## src/rtl/noc_rx_dispatch.sv

```systemverilog
// NoC ejection-port ingress: packet FIFO, filter and per-type dispatch to the core.
// Optional NOC_RX_DROP_CNT_EN enables the discarded-packet counter on drop_cnt.
module noc_rx_dispatch #(
    parameter int         FIFO_DEPTH = 8,
    parameter int         LBD_THRESH = 6,
    parameter logic [3:0] CORE_ID    = 4'd0
) (
    input  logic                          clk,
    input  logic                          rst_n,
    input  logic                          in_valid,
    output logic                          in_ready,
    input  logic [79:0]                   in_pkt,
    output logic                          div_valid,
    input  logic                          div_ready,
    output logic [31:0]                   div_lit,
    output logic                          cls_valid,
    input  logic                          cls_ready,
    output logic [31:0]                   cls_lit0,
    output logic [31:0]                   cls_lit1,
    output logic [7:0]                    cls_lbd,
    output logic                          stat_pulse,
    output logic [3:0]                    stat_src,
    output logic [1:0]                    stat_code,
    output logic [$clog2(FIFO_DEPTH):0]   fifo_count,
    output logic [15:0]                   drop_cnt
);

    localparam int AW = $clog2(FIFO_DEPTH);
    localparam int CW = AW + 1;
    localparam logic [1:0] MSG_DIVERGE = 2'd0;
    localparam logic [1:0] MSG_CLAUSE  = 2'd1;
    localparam logic [1:0] MSG_STATUS  = 2'd2;
    localparam logic [7:0] LBD_MAX     = 8'(LBD_THRESH);

    typedef enum logic [1:0] {IDLE, WAIT_DIV, WAIT_CLS} state_t;

    logic [77:0]   mem [FIFO_DEPTH];
    logic [AW-1:0] wptr;
    logic [AW-1:0] rptr;
    logic [CW-1:0] count;
    state_t        state;

    logic          push;
    logic          pop;
    logic          drop;
    logic [77:0]   head;
    logic [1:0]    h_type;
    logic [63:0]   h_pay;
    logic [7:0]    h_lbd;
    logic [3:0]    h_src;
    logic          unused_vc;

    // virtual_channel carries no meaning here and is never stored
    assign unused_vc  = ^in_pkt[1:0];

    assign in_ready   = (count != CW'(FIFO_DEPTH));
    assign fifo_count = count;
    assign push       = in_valid & in_ready;
    assign pop        = (state == IDLE) && (count != '0);

    assign head   = mem[rptr];
    assign h_type = head[77:76];
    assign h_pay  = head[75:12];
    assign h_lbd  = head[11:4];
    assign h_src  = head[3:0];

    assign drop = pop & ((h_src == CORE_ID) ||
                         (h_type == 2'b11) ||
                         ((h_type == MSG_CLAUSE) && (h_lbd > LBD_MAX)));

    always_ff @(posedge clk) begin
        if (push) begin
            mem[wptr] <= in_pkt[79:2];
        end
    end

    always_ff @(posedge clk or negedge rst_n) begin
        if (!rst_n) begin
            wptr  <= '0;
            rptr  <= '0;
            count <= '0;
        end else begin
            if (push) wptr <= wptr + AW'(1);
            if (pop)  rptr <= rptr + AW'(1);
            case ({push, pop})
                2'b10:   count <= count + CW'(1);
                2'b01:   count <= count - CW'(1);
                default: count <= count;
            endcase
        end
    end

    always_ff @(posedge clk or negedge rst_n) begin
        if (!rst_n) begin
            state      <= IDLE;
            div_valid  <= 1'b0;
            div_lit    <= '0;
            cls_valid  <= 1'b0;
            cls_lit0   <= '0;
            cls_lit1   <= '0;
            cls_lbd    <= '0;
            stat_pulse <= 1'b0;
            stat_src   <= '0;
            stat_code  <= '0;
        end else begin
            stat_pulse <= 1'b0;
            case (state)
                IDLE: begin
                    if (pop && !drop) begin
                        case (h_type)
                            MSG_DIVERGE: begin
                                div_lit   <= h_pay[31:0];
                                div_valid <= 1'b1;
                                state     <= WAIT_DIV;
                            end
                            MSG_CLAUSE: begin
                                cls_lit0  <= h_pay[31:0];
                                cls_lit1  <= h_pay[63:32];
                                cls_lbd   <= h_lbd;
                                cls_valid <= 1'b1;
                                state     <= WAIT_CLS;
                            end
                            MSG_STATUS: begin
                                stat_src   <= h_src;
                                stat_code  <= h_pay[1:0];
                                stat_pulse <= 1'b1;
                            end
                            default: state <= IDLE;
                        endcase
                    end
                end
                WAIT_DIV: begin
                    if (div_ready) begin
                        div_valid <= 1'b0;
                        state     <= IDLE;
                    end
                end
                WAIT_CLS: begin
                    if (cls_ready) begin
                        cls_valid <= 1'b0;
                        state     <= IDLE;
                    end
                end
                default: state <= IDLE;
            endcase
        end
    end

`ifdef NOC_RX_DROP_CNT_EN
    logic [15:0] drop_q;

    always_ff @(posedge clk or negedge rst_n) begin
        if (!rst_n) begin
            drop_q <= '0;
        end else if (drop && (drop_q != 16'hFFFF)) begin
            drop_q <= drop_q + 16'd1;
        end
    end

    assign drop_cnt = drop_q;
`else
    assign drop_cnt = 16'h0000;
`endif

endmodule

```

## config.mk

```make
export PLATFORM = sky130hd
export DESIGN_NAME = noc_rx_dispatch
export DESIGN_NICKNAME = d
export VERILOG_FILES = /design/src/rtl/noc_rx_dispatch.sv
export SDC_FILE = /design/constraint.sdc
export NUM_CORES = 1
export LEC_CHECK = 0
export CORE_ASPECT_RATIO = 0.9
export CORE_MARGIN = 1.5
export CORE_UTILIZATION = 25
export CTS_CLUSTER_DIAMETER = 100
export CTS_CLUSTER_SIZE = 28
export DETAILED_ROUTE_END_ITERATION = 7
export SETUP_SLACK_MARGIN = 0.4
export SLEW_MARGIN = 20
export SYNTH_ARGS = -nofsm -noshare
export SYNTH_HDL_FRONTEND = slang
export SYNTH_SLANG_ARGS = --single-unit
```

## constraint.sdc

```tcl
create_clock -name clk -period 10.3 [get_ports clk]
set_input_delay 2.06 -clock clk [delete_from_list [all_inputs] [get_ports clk]]
set_output_delay 2.06 -clock clk [all_outputs]
set_load 0.02 [all_outputs]
```

Yosys cells after proc, flatten, opt, wreduce, memory -nomap -nowiden. Memories as Yosys holds them, arrays and structs flattened. Cells that the tools add are included.

Bits in registers: 125. RAM bits: 624. Bits of input ports: 85. Word-level logic and storage cells: 73. Memories: 1.

Memories: mem (depth 8, width 78, read ports 1, clocked after memory_dff 0, wr ports 1, RTL line 37) `logic [77:0] mem [FIFO_DEPTH];`.

$add $sub $neg: 4. Magnitude comparators: 1. Equal/unequal tests: 14. Multiplexer cells: 19. Bitwise logic cells: 2. Reductions and logical operators: 19.

Operators by type and width (count): $pmux 2 s3 (2); $reduce_and 4->1 (3); $mux 1 (11); $reduce_and 3->1 (3); $eq 2x2->1 const B (4); $gt 8x3->1 const B (1); $pmux 4 s2 (1); $add 3x1->3 const B (2); $eq 2x1->1 const B (3); $mux 2 (3); $ne 2x1->1 const B (3); $ne 2x2->1 const B (3); $reduce_bool 2->1 (3); $add 4x1->4 const B (1); $logic_not 2->1 (2); $logic_not 4->1 (1); $ne 4x4->1 const B (1); $pmux 1 s2 (2); $reduce_bool 4->1 (1); $sub 4x1->4 const B (1); $logic_and 1x1->1 (3); $and 1x1->1 (2); $logic_or 1x1->1 (2); $logic_not 1->1 (1).

Depth between registers and ports, before layout. Gate-level depths: netlist of the first run. An unclocked memory read counts as a cell.

Depth after elaboration: 9. Gate-level depth with buffers: 10. Depth with buffers taken out: 10.

Least setup slack after synthesis of the first run. No wires, ideal clock.

Path kind: input -> register. Start point: input port in_valid. End point: memory mem[0][0], enable pin. Library setup time: 0.706 ns. Arrival time: 9.602 ns. Data required time: 9.594 ns. Slack: -0.008 ns. Stages on the path: 2. Buffers on the path: 0. Cell sequence: nand2_1 nor4_1.

Longest elaborated chain between the ends: 3.

Ends and longest elaborated chain: from (decl) (RTL line 10) `input logic in_valid,`; $and 1x1->1 (RTL line 58) `assign push = in_valid & in_ready;`; $mux 1 (RTL line 72) `if (push) begin`; $mux 1 (not written as such) (RTL line 73) `mem[wptr] <= in_pkt[79:2];`; to (decl) (RTL line 37).

No other way between the ends.

Worst setup path in the final report of the first run.
Start point: register rptr[2]. End point: register cls_lit1[5].

Longest elaborated chain between the ends: 8. Elaborated cells on any way between the ends: 12. Classes of those cells: order compare: 1; eq/ne: 2; bitwise: 1; reduce/logical: 7; memory: 1.

Ends and longest elaborated chain: from (decl) (RTL line 39) `logic [AW-1:0] rptr;`; from (signal assigned) (RTL line 84) `if (pop) rptr <= rptr + AW'(1);`; $mem_v2 8x78 (*); $gt 8x3->1 (tied with other cells) (RTL line 69) `((h_type == MSG_CLAUSE) && (h_lbd > LBD_MAX)));`; $logic_and 1x1->1 / $logic_or 1x1->1 (equally long branches) (RTL line 69, 67); $logic_or 1x1->1 (RTL line 68) `(h_type == 2'b11) ||`; $and 1x1->1 (RTL line 67) `assign drop = pop & ((h_src == CORE_ID) ||`; $logic_not 1->1 (RTL line 109) `if (pop && !drop) begin`; $logic_and 1x1->1 (RTL line 109); $reduce_and 3->1 (no source line); to (signal assigned) (RTL line 118) `cls_lit1 <= h_pay[63:32];`; to (decl) (RTL line 19) `output logic [31:0] cls_lit1,`.

Mark *: on every way between the ends. The rest lies on a longest branch, timed or not. A chain may end at the register's enable or synchronous reset.

==> results of run 1 <==
[worst register-to-register path: stages (launching register included)]
cell and delay (ns):
dfrtp_4 1.05, buf_4 0.79, nand3b_1 0.15, a311oi_1 0.57, o2111a_4 0.90, buf_4 0.75, mux2_2 0.45
[placed cells by master, fill, tap and decap left out, types with 3 or more instances in the layout]
cell and instances:
nor4_1 7, inv_16 3, clkbuf_1 17, nand2_1 18, diode_2 3, dfrtp_1 122
inv_1 9, nor2_1 9, buf_4 28, conb_1 16, mux2_4 81, nor2_4 3
o32ai_1 3, a21o_1 3, mux2i_1 3, ha_1 5, dfrtp_4 3, nand2b_1 3
clkdlybuf4s50_1 199, nand3b_1 3, edfxtp_1 624, mux4_2 149, nor3_2 4, xor2_1 3
nand3_1 3, clkbuf_16 38, xnor2_1 5, mux2_2 94, nor2b_1 6
[power by group]
part	internal, W	switching (W)	total (W)
registers	0.00391	0.000350	0.00426
logic	0.00175	0.00160	0.00335
clock network	0.000733	0.000996	0.00173
[state kept, by name (all words and copies together) (netlist names)]
register    flops
stat_src        4
cls_lbd         8
cls_lit0       32
state           2
wptr            3
stat_code       2
mem           624
div_lit        32
cls_lit1       32
fifo_count      4
div_valid       1
rptr            3
cls_valid       1
stat_pulse      1
[area by class of cell]
cell class / count / area (um^2) / area share (%)
timing repair buffer: 229 / 2225 / 6.616
antenna: 3 / 7.507 / 0.02232
tap: 1487 / 1861 / 5.533
multi-input combinational: 440 / 6427 / 19.11
clock buffer: 55 / 1015 / 3.018
clock inverter: 10 / 177.7 / 0.5284
sequential: 749 / 21880 / 65.06
inverter: 10 / 37.54 / 0.1116
[per-layer routing]
metal  up-vias  share of wire (%)  track usage, %
li1       5498                  -               -
met1      6812                 43           14.02
met2       260                 49           18.58
met3        81                5.3           2.264
met4        18                1.8           2.646
met5         -               0.18               0
[synthesized netlist by cell type, drive strengths merged, types with 5 or more instances]
master / instances / area share [%]
ha: 5 / 0.22
inv: 9 / 0.12
nor4: 8 / 0.17
xnor2: 5 / 0.15
clkbuf: 23 / 0.30
nor2b: 6 / 0.13
nor3: 6 / 0.10
mux4: 149 / 12
nand2: 18 / 0.24
edfxtp: 624 / 65
dfrtp: 125 / 11
buf: 48 / 1.2
nor2: 12 / 0.16
mux2: 175 / 7.9
[logic make-up (layout without fill, tap and decap cells)]
kind of cell	count (synthesis)	count (layout)
AO/OA/AOI/OAI	17	17
XOR/XNOR	8	8
adder cells (fa/ha/maj)	6	6
buffers and inverters	81	304
flip-flops	749	749
multiplexers	327	327
other	1	19
AND/OR/NAND/NOR	66	66
[how the worst max path moves through the flow]
stage              from     endpoint  slack, ns  cells past startpoint
3_3_place_gp   in_valid   mem[5][61]       5.05                      5
4_1_cts         rptr[0]  cls_lit1[5]       5.26                      7
3_5_place_dp   in_valid   mem[5][62]       5.00                      5
2_1_floorplan  in_valid    mem[2][0]       2.09                      2
6_report        rptr[2]  cls_lit1[5]       5.54                      6
5_1_grt         rptr[2]  cls_lit1[5]       5.27                      6
[per-stage QoR]
stage                     hold WS [ns]  instances
after floorplan                 0.5424       1270
after global placement          0.4699       2915
after detailed placement        0.4792       2915
after CTS                       0.5018       2980
after global routing            0.5268       2982
final                           0.4950       2983
==> run summary, run 1 <==
Hold Path Depth: 1
Slowest-stage cell, CP: dfrtp_4
Worst-margin pin slew: 1.102 ns
Drt initial violations: 1025
Worst Hold Class: flip-flop to flip-flop
Final Hold Violating Endpoints: 0
Drt total wl: 63810 um
CP top delay family: buffers and inverters
First drt pass iteration count: 5
Number of global-route vias before repair: 13710
R2R setup slack: 5.54 ns
Simple-gate share of the synthesized area: 1.215%
Synthesized area per cell: 22.82 um^2
Worst VDD drop: 0.1921 mV
EDFF count, synth: 624
Max_slew headroom: 26.51%
Gp weighted congestion: 0.6823
Setup violators final: 0
Final Max Tran Viols: 0
Setup TNS: 0 ns
Num CTS Buffers: 37
Post-CTS Setup Bufs: 0
Ys flop type: edfxtp_1
Clock Pin Slew Worst Setup and Hold Paths: 0.10 ns
Post-place setup slack: 4.996 ns
Area delta synth->final: 17.41%
Cell Area, Synth: 28640 um^2
Worst Hold Path EP: div_valid
TritonCTS clock tree: done
Buf/Inv on CP: 2
Critical path fanouts, max: 52
PortBufs: 200
Ys async rst share: 16.69%
Longest Clk Path Bufs: 3
Hold_buf cts: 0
Final ANT Viol Nets: 0
Critical path launch point type: flip-flop
WP data required: 10.80 ns
Main combinational cell family by area after synthesis: multiplexers
Leakage power: 10.94 nW
PnR worst setup slack: 5.537 ns
Via density: 4.247
Area share of xor/xnor cells in the synthesized design: 0.2446%
Outcome: finished, final reports clean
Fmax: 210.0 MHz
Total die area: 116600 um^2
CP Class: flip-flop to flip-flop
Total gr overflow: 0
Vias: 12670
FF-to-FF path depth: 6
FF-to-FF Start: rptr[2]
Initial antenna violation count: 13
Fillers: 11020
Mux share of post-synthesis cell area: 19.76%
Seq/Total Area, Yosys: 76.35%
DRC viols: 0
Max Cap Violations: 0
Io pins: 219
Gr usage total: 10.84%
Die Ht: 324.1 um
Layout cells sized above 1: 27.86%
Compound-Gate Fraction of Synth Area: 0.4806%
Worst Clk Skew: 0.03405 ns
Crit path top cell by count: buf_4
Pwr/cell area: 277.9 nW/um^2
Num rows: 117
#FFs+latches synth: 749
Htree depth: 2
Die span in x: 359.8 um
Routed length per instance: 21.39 um
Global-route wire length before repair: 93090 um
Tcrit/Tclk final: 46.24%
HP Start: div_valid
Core area: 113300 um^2
CP max stage delay: 1.05 ns
Placed Instance Area: 32420 um^2
Crit end category: flip-flop
Worst reg2reg endpoint: cls_lit1[5]
Critical Path AT: 5.26 ns
Min Tclk post-route: 4.763 ns
Design Area, Final: 33630 um^2
RSZ-0062 raised after global routing: no
Fin util: 29.68%
Post-synthesis adder-cell area fraction: 0.2883%
Root Buffer: clkbuf_16
Crit-path cells: buf_4 > nand3b_1 > a311oi_1 > o2111a_4 > buf_4 > mux2_2
DPL Wire Length: 37010 um
Final nets: 1558
Tot Pwr: 0.009345 W
Ys Warns: 0
TritonCTS sink count: 749
Syn Inst Count: 1255
Initial Utilization: 25.28%
Cts repair resizes: 0
Largest net degree at the start of global routing: 66
Synth unique cells: 42
Clock Latency Late Sink: 0.61 ns
(Power assumes the default switching activity.)
==> inputs of run 2 (changes only) <==
==> constraint.sdc (replaced) <==
create_clock -name clk -period 4.14 [get_ports clk]
set_input_delay 0.828 -clock clk [delete_from_list [all_inputs] [get_ports clk]]
set_output_delay 0.828 -clock clk [all_outputs]
set_load 0.02 [all_outputs]
==> run 2 against run 1 <==
Net effect: wire length up 2.2%; flip-flop and latch count is the same; final cell count rose by 0.50%; combinational power increased to 2.6 times the previous value; total power rose to 2.5 times the previous value; critical path depth is the same; non-clock buffer count increased by 10; global-route usage grew 0.23 points; clock skew up 0.0059 ns; die area did not move; design area grew 1.1%; first-iteration DRC count shrank 7.6%; critical path type unchanged; critical endpoint is now cls_lit1[3].
==> run summary, run 2 (same netlist as run 1, synthesis figures left out) <==
Final Max Tran Viols: 0
Vias: 12910
Core area: 113300 um^2
PortBufs: 200
Fin util: 30.01%
DPL Wire Length: 36720 um
Drt total wl: 65230 um
Num CTS Buffers: 38
Cts repair resizes: 0
Die Ht: 324.1 um
Post-CTS Setup Bufs: 0
Largest register FFs: 624
Max_slew headroom: 39.35%
Commonest cells after routing, fill and taps aside: edfxtp_1, clkdlybuf4s50_1, mux4_2
Final Hold Violating Endpoints: 0
TritonCTS clock tree: done
Drt initial violations: 947
Routed length per instance: 21.76 um
Critical path fanouts, max: 35
Max Cap Violations: 0
Longest Clk Path Bufs: 3
Die span in x: 359.8 um
Root Buffer: clkbuf_16
Initial antenna violation count: 14
Via density: 4.307
Number of global-route vias before repair: 13850
Gp weighted congestion: 0.7052
Area delta synth->final: 18.73%
Slowest-stage cell, CP: dfrtp_4
CP max stage delay: 0.87 ns
Placed Instance Area: 32740 um^2
Total die area: 116600 um^2
Hold_buf cts: 0
Worst Hold Class: primary input to asynchronous set/reset pin
Design Area, Final: 34010 um^2
First drt pass iteration count: 5
Htree depth: 2
Pwr/cell area: 694.9 nW/um^2
Final ANT Viol Nets: 0
Clock Pin Slew Worst Setup and Hold Paths: 0.11 ns
Crit end category: flip-flop
Biggest register: mem
Crit-path cells: mux4_2 > mux2i_1 > nor4bb_1 > o2111a_4 > buf_12 > mux2_2
Global-route wire length before repair: 94880 um
Tcrit/Tclk final: 84.24%
CP Class: flip-flop to flip-flop
TritonCTS sink count: 749
Setup violators final: 0
RSZ-0062 raised after global routing: no
Worst VDD drop: 0.3958 mV
Min Hold Slack: 0.2181 ns
Final nets: 1569
Commonest non-fill, non-tap cell in the layout: edfxtp_1
Leakage power: 11.08 nW
Io pins: 219
Critical Path AT: 3.99 ns
WP data required: 4.65 ns
DRC viols: 0
Min Tclk post-route: 3.487 ns
Largest net degree at the start of global routing: 69
Worst-margin pin slew: 0.9097 ns
Initial Utilization: 25.28%
Clock Latency Late Sink: 0.62 ns
Critical path launch point type: flip-flop
Num rows: 117
Gr usage total: 11.07%
Outcome: finished, final reports clean
Post-place setup slack: 0.5835 ns
Worst Clk Skew: 0.03999 ns
Total gr overflow: 0
Fmax: 286.7 MHz
Layout cells sized above 1: 28.87%
PnR worst setup slack: 0.6525 ns
-- run 2: final timing paths --
check / from / end / slack [ns] / cells after the start
setup / recovery: rptr[0] / cls_lit1[3] / 0.65 / 6
hold / removal: rst_n / stat_pulse / 0.22 / 1
setup reg to reg: rptr[0] / cls_lit1[3] / 0.65 / 6
hold reg to reg: cls_lbd[7] / cls_lbd[7] / 0.51 / 1
max in group asynchronous: rst_n / div_lit[27] / 3.04 / 2
min in group clk: cls_lbd[7] / cls_lbd[7] / 0.51 / 1
-- run 2: power breakdown --
part | switching [W] | internal (W)
Sequential | 0.000863 | 0.00973
Clock | 0.00256 | 0.00189
Combinational | 0.00410 | 0.00448
Total | 0.00753 | 0.0161
-- run 2: area by class of cell --
class / instances / area (um^2)
Sequential cell: 749 / 21880
Antenna cell: 4 / 10.01
Fill cell: 10940 / 79300
Inverter: 10 / 37.54
Tap cell: 1487 / 1861
Timing Repair Buffer: 239 / 2507
Clock buffer: 55 / 1046
Multi-Input combinational cell: 440 / 6462
Clock inverter: 14 / 202.7
-- run 2: critical path: cells and delay by family, from the launching register on --
family	cells	cell delay, ns
and+or+nand+nor	1	0.37
buffers and inverters	1	0.30
DFF	1	0.87
muxes	3	1.17
AOI/OAI and AO/OA	1	0.63
-- run 2: per-stage QoR --
stage          std cells  total power, W  setup TNS (ns)
3_3_place_gp        2924         0.01936               0
3_5_place_dp        2925         0.01957               0
2_1_floorplan       1270         0.01632         -243.64
4_1_cts             2994         0.02408               0
6_report            2998         0.02363               0
5_1_grt             2997         0.02483               0
-- run 2: metal layers --
metal / vias to the layer above / share of wire (%) / global-route usage [%]
met5: - / 0.19 / 0
met1: 7003 / 44 / 14.22
met2: 277 / 49 / 18.66
met4: 22 / 2.0 / 3.013
li1: 5522 / - / -
met3: 88 / 5.2 / 2.672
==> inputs of run 3 (changes only) <==
==> constraint.sdc (replaced) <==
create_clock -name clk -period 3.04 [get_ports clk]
set_input_delay 0.608 -clock clk [delete_from_list [all_inputs] [get_ports clk]]
set_output_delay 0.608 -clock clk [all_outputs]
set_load 0.02 [all_outputs]
==> run 3 against run 2 <==
Net effect: clock power grew 30%; clock skew shrank 0.0029 ns; wire length shrank 0.77%; design area grew 2.0%; combinational power grew 52%; sequential share of layout area shrank 1.2 points; non-clock buffer count grew 39; die area is the same; critical endpoint is now cls_lit0[25]; register-to-register slack lost 0.54 ns; setup slack lost 0.54 ns; hold slack gained 0.24 ns; via count grew 0.10%.
==> run summary, run 3 (same netlist as run 1, synthesis figures left out) <==
Area delta synth->final: 21.07%
Final Max Tran Viols: 0
Crit path top cell by count: buf_12
Total die area: 116600 um^2
DRC viols: 0
Commonest cells after routing, fill and taps aside: edfxtp_1, clkdlybuf4s50_1, mux4_2
Biggest register: mem
Critical path fanouts, max: 7
Setup TNS: 0 ns
Outcome: finished, final reports clean
DPL Wire Length: 37460 um
Slowest-stage cell, CP: dfrtp_4
Gr usage total: 10.92%
Drt total wl: 64730 um
Initial Utilization: 25.28%
CP max stage delay: 0.51 ns
Via density: 4.267
CP top delay family: multiplexers
Crit end category: flip-flop
Post-place setup slack: 0.008181 ns
Tcrit/Tclk final: 96.21%
Worst Hold Class: primary input to asynchronous set/reset pin
First drt pass iteration count: 5
Total gr overflow: 0
PortBufs: 200
Max_slew headroom: 36.41%
Gp weighted congestion: 0.7132
Vias: 12930
Io pins: 219
Num rows: 117
PnR worst setup slack: 0.1153 ns
TritonCTS clock tree: done
Crit-path cells: buf_12 > buf_12 > mux4_2 > mux2_4 > or4_4 > o2111a_4 > buf_12 > buf_12 > mux2_4
Routed length per instance: 21.37 um
Core area: 113300 um^2
Clock Latency Late Sink: 0.61 ns
Fmax: 341.9 MHz
Root Buffer: clkbuf_16
RSZ-0062 raised after global routing: yes
Final nets: 1606
Largest register FFs: 624
Longest Clk Path Bufs: 3
Critical path launch point type: flip-flop
Leakage power: 11.37 nW
TritonCTS sink count: 749
Worst Clk Skew: 0.03713 ns
Layout Cells excl Fill: 3029
Final Hold Violating Endpoints: 0
Final ANT Viol Nets: 0
Commonest non-fill, non-tap cell in the layout: edfxtp_1
Worst-margin pin slew: 0.9538 ns
Number of global-route vias before repair: 13960
Buf/Inv on CP: 4
CP Class: flip-flop to flip-flop
Die span in x: 359.8 um
Min Tclk post-route: 2.925 ns
WP data required: 3.53 ns
Critical Path AT: 3.42 ns
Global-route wire length before repair: 94140 um
Layout cells sized above 1: 31.02%
Drt initial violations: 986
Die Ht: 324.1 um
Htree depth: 2
Initial antenna violation count: 9
Fin util: 30.60%
Largest net degree at the start of global routing: 71
Dpl cells: 2939
Pwr/cell area: 949.7 nW/um^2
Max Cap Violations: 0
Worst VDD drop: 0.4824 mV
Clock Pin Slew Worst Setup and Hold Paths: 0.11 ns
Min Hold Slack: 0.4586 ns
Setup violators final: 0
Num CTS Buffers: 36
[run 3: cell count changes in the layout (fill, tap and decap cells not counted), sizes merged]
| cell | previous run | this run |
|---|---|---|
| buf | 40 | 75 |
| bufbuf | 0 | 1 |
| bufinv | 0 | 1 |
| clkdlybuf4s50 | 199 | 198 |
| clkinv | 4 | 9 |
| clkinvlp | 1 | 0 |
| diode | 4 | 1 |
| dlygate4sd2 | 0 | 1 |
| dlygate4sd3 | 0 | 1 |
| inv | 19 | 11 |
[run 3: area by class of cell]
type / count / area (um^2)
Fill cell: 10910 / 78630
Sequential cell: 749 / 21880
Multi-Input combinational cell: 440 / 6529
Timing Repair Buffer: 278 / 3191
Tap cell: 1487 / 1861
Clock buffer: 53 / 1006
Clock inverter: 11 / 167.7
Inverter: 10 / 37.54
Antenna cell: 1 / 2.502
[run 3: repair_timing]
action	4_1_cts	5_1_grt
endpoints found under the hold margin	32	0
pin swaps	5	3
hold buffers	1	0
buffers inserted	14	3
gates resized for setup	33	9
setup endpoints to repair	115	116
cloned	4	3
[run 3: path summary, 6_finish.rpt]
path	from	end	slack, ns	cells after the start
max in group asynchronous	rst_n	cls_lit1[7]	1.73	3
max reg2reg	rptr[0]	cls_lit0[25]	0.12	9
min reg2reg	div_valid	div_valid	0.51	1
min	rst_n	div_lit[15]	0.46	2
max	rptr[0]	cls_lit0[25]	0.12	9
min in group clk	div_valid	div_valid	0.51	1
[run 3: stage by stage]
step / instance area (um^2) / total power [W]
5_1_grt: 34670 / 0.03457
3_5_place_dp: 32950 / 0.02691
3_3_place_gp: 32950 / 0.02662
6_report: 34670 / 0.03293
2_1_floorplan: 28850 / 0.02229
4_1_cts: 34530 / 0.03330
[run 3: report_power, final]
part / internal, W / leakage [nW] / switching [W]
combinational: 0.00687 / 3.63 / 0.00613
sequential: 0.0133 / 7.17 / 0.000888
clock: 0.00251 / 0.565 / 0.00328
[run 3: worst register-to-register path, delay by kind of cell (launching register included)]
family	cells	cell delay, ns
AO/OA/AOI/OAI	1	0.20
buffers and inverters	4	0.62
flip-flops	1	0.51
multiplexers	3	1.01
AND/OR/NAND/NOR	1	0.47
[run 3: routing by layer]
metal / global-route usage (%) / vias up / share of wire [%]
li1: - / 5594 / -
met1: 14.17 / 6991 / 43
met2: 18.56 / 252 / 50
met3: 2.529 / 72 / 5.0
met4: 2.486 / 16 / 1.5
met5: 0 / - / 0.14
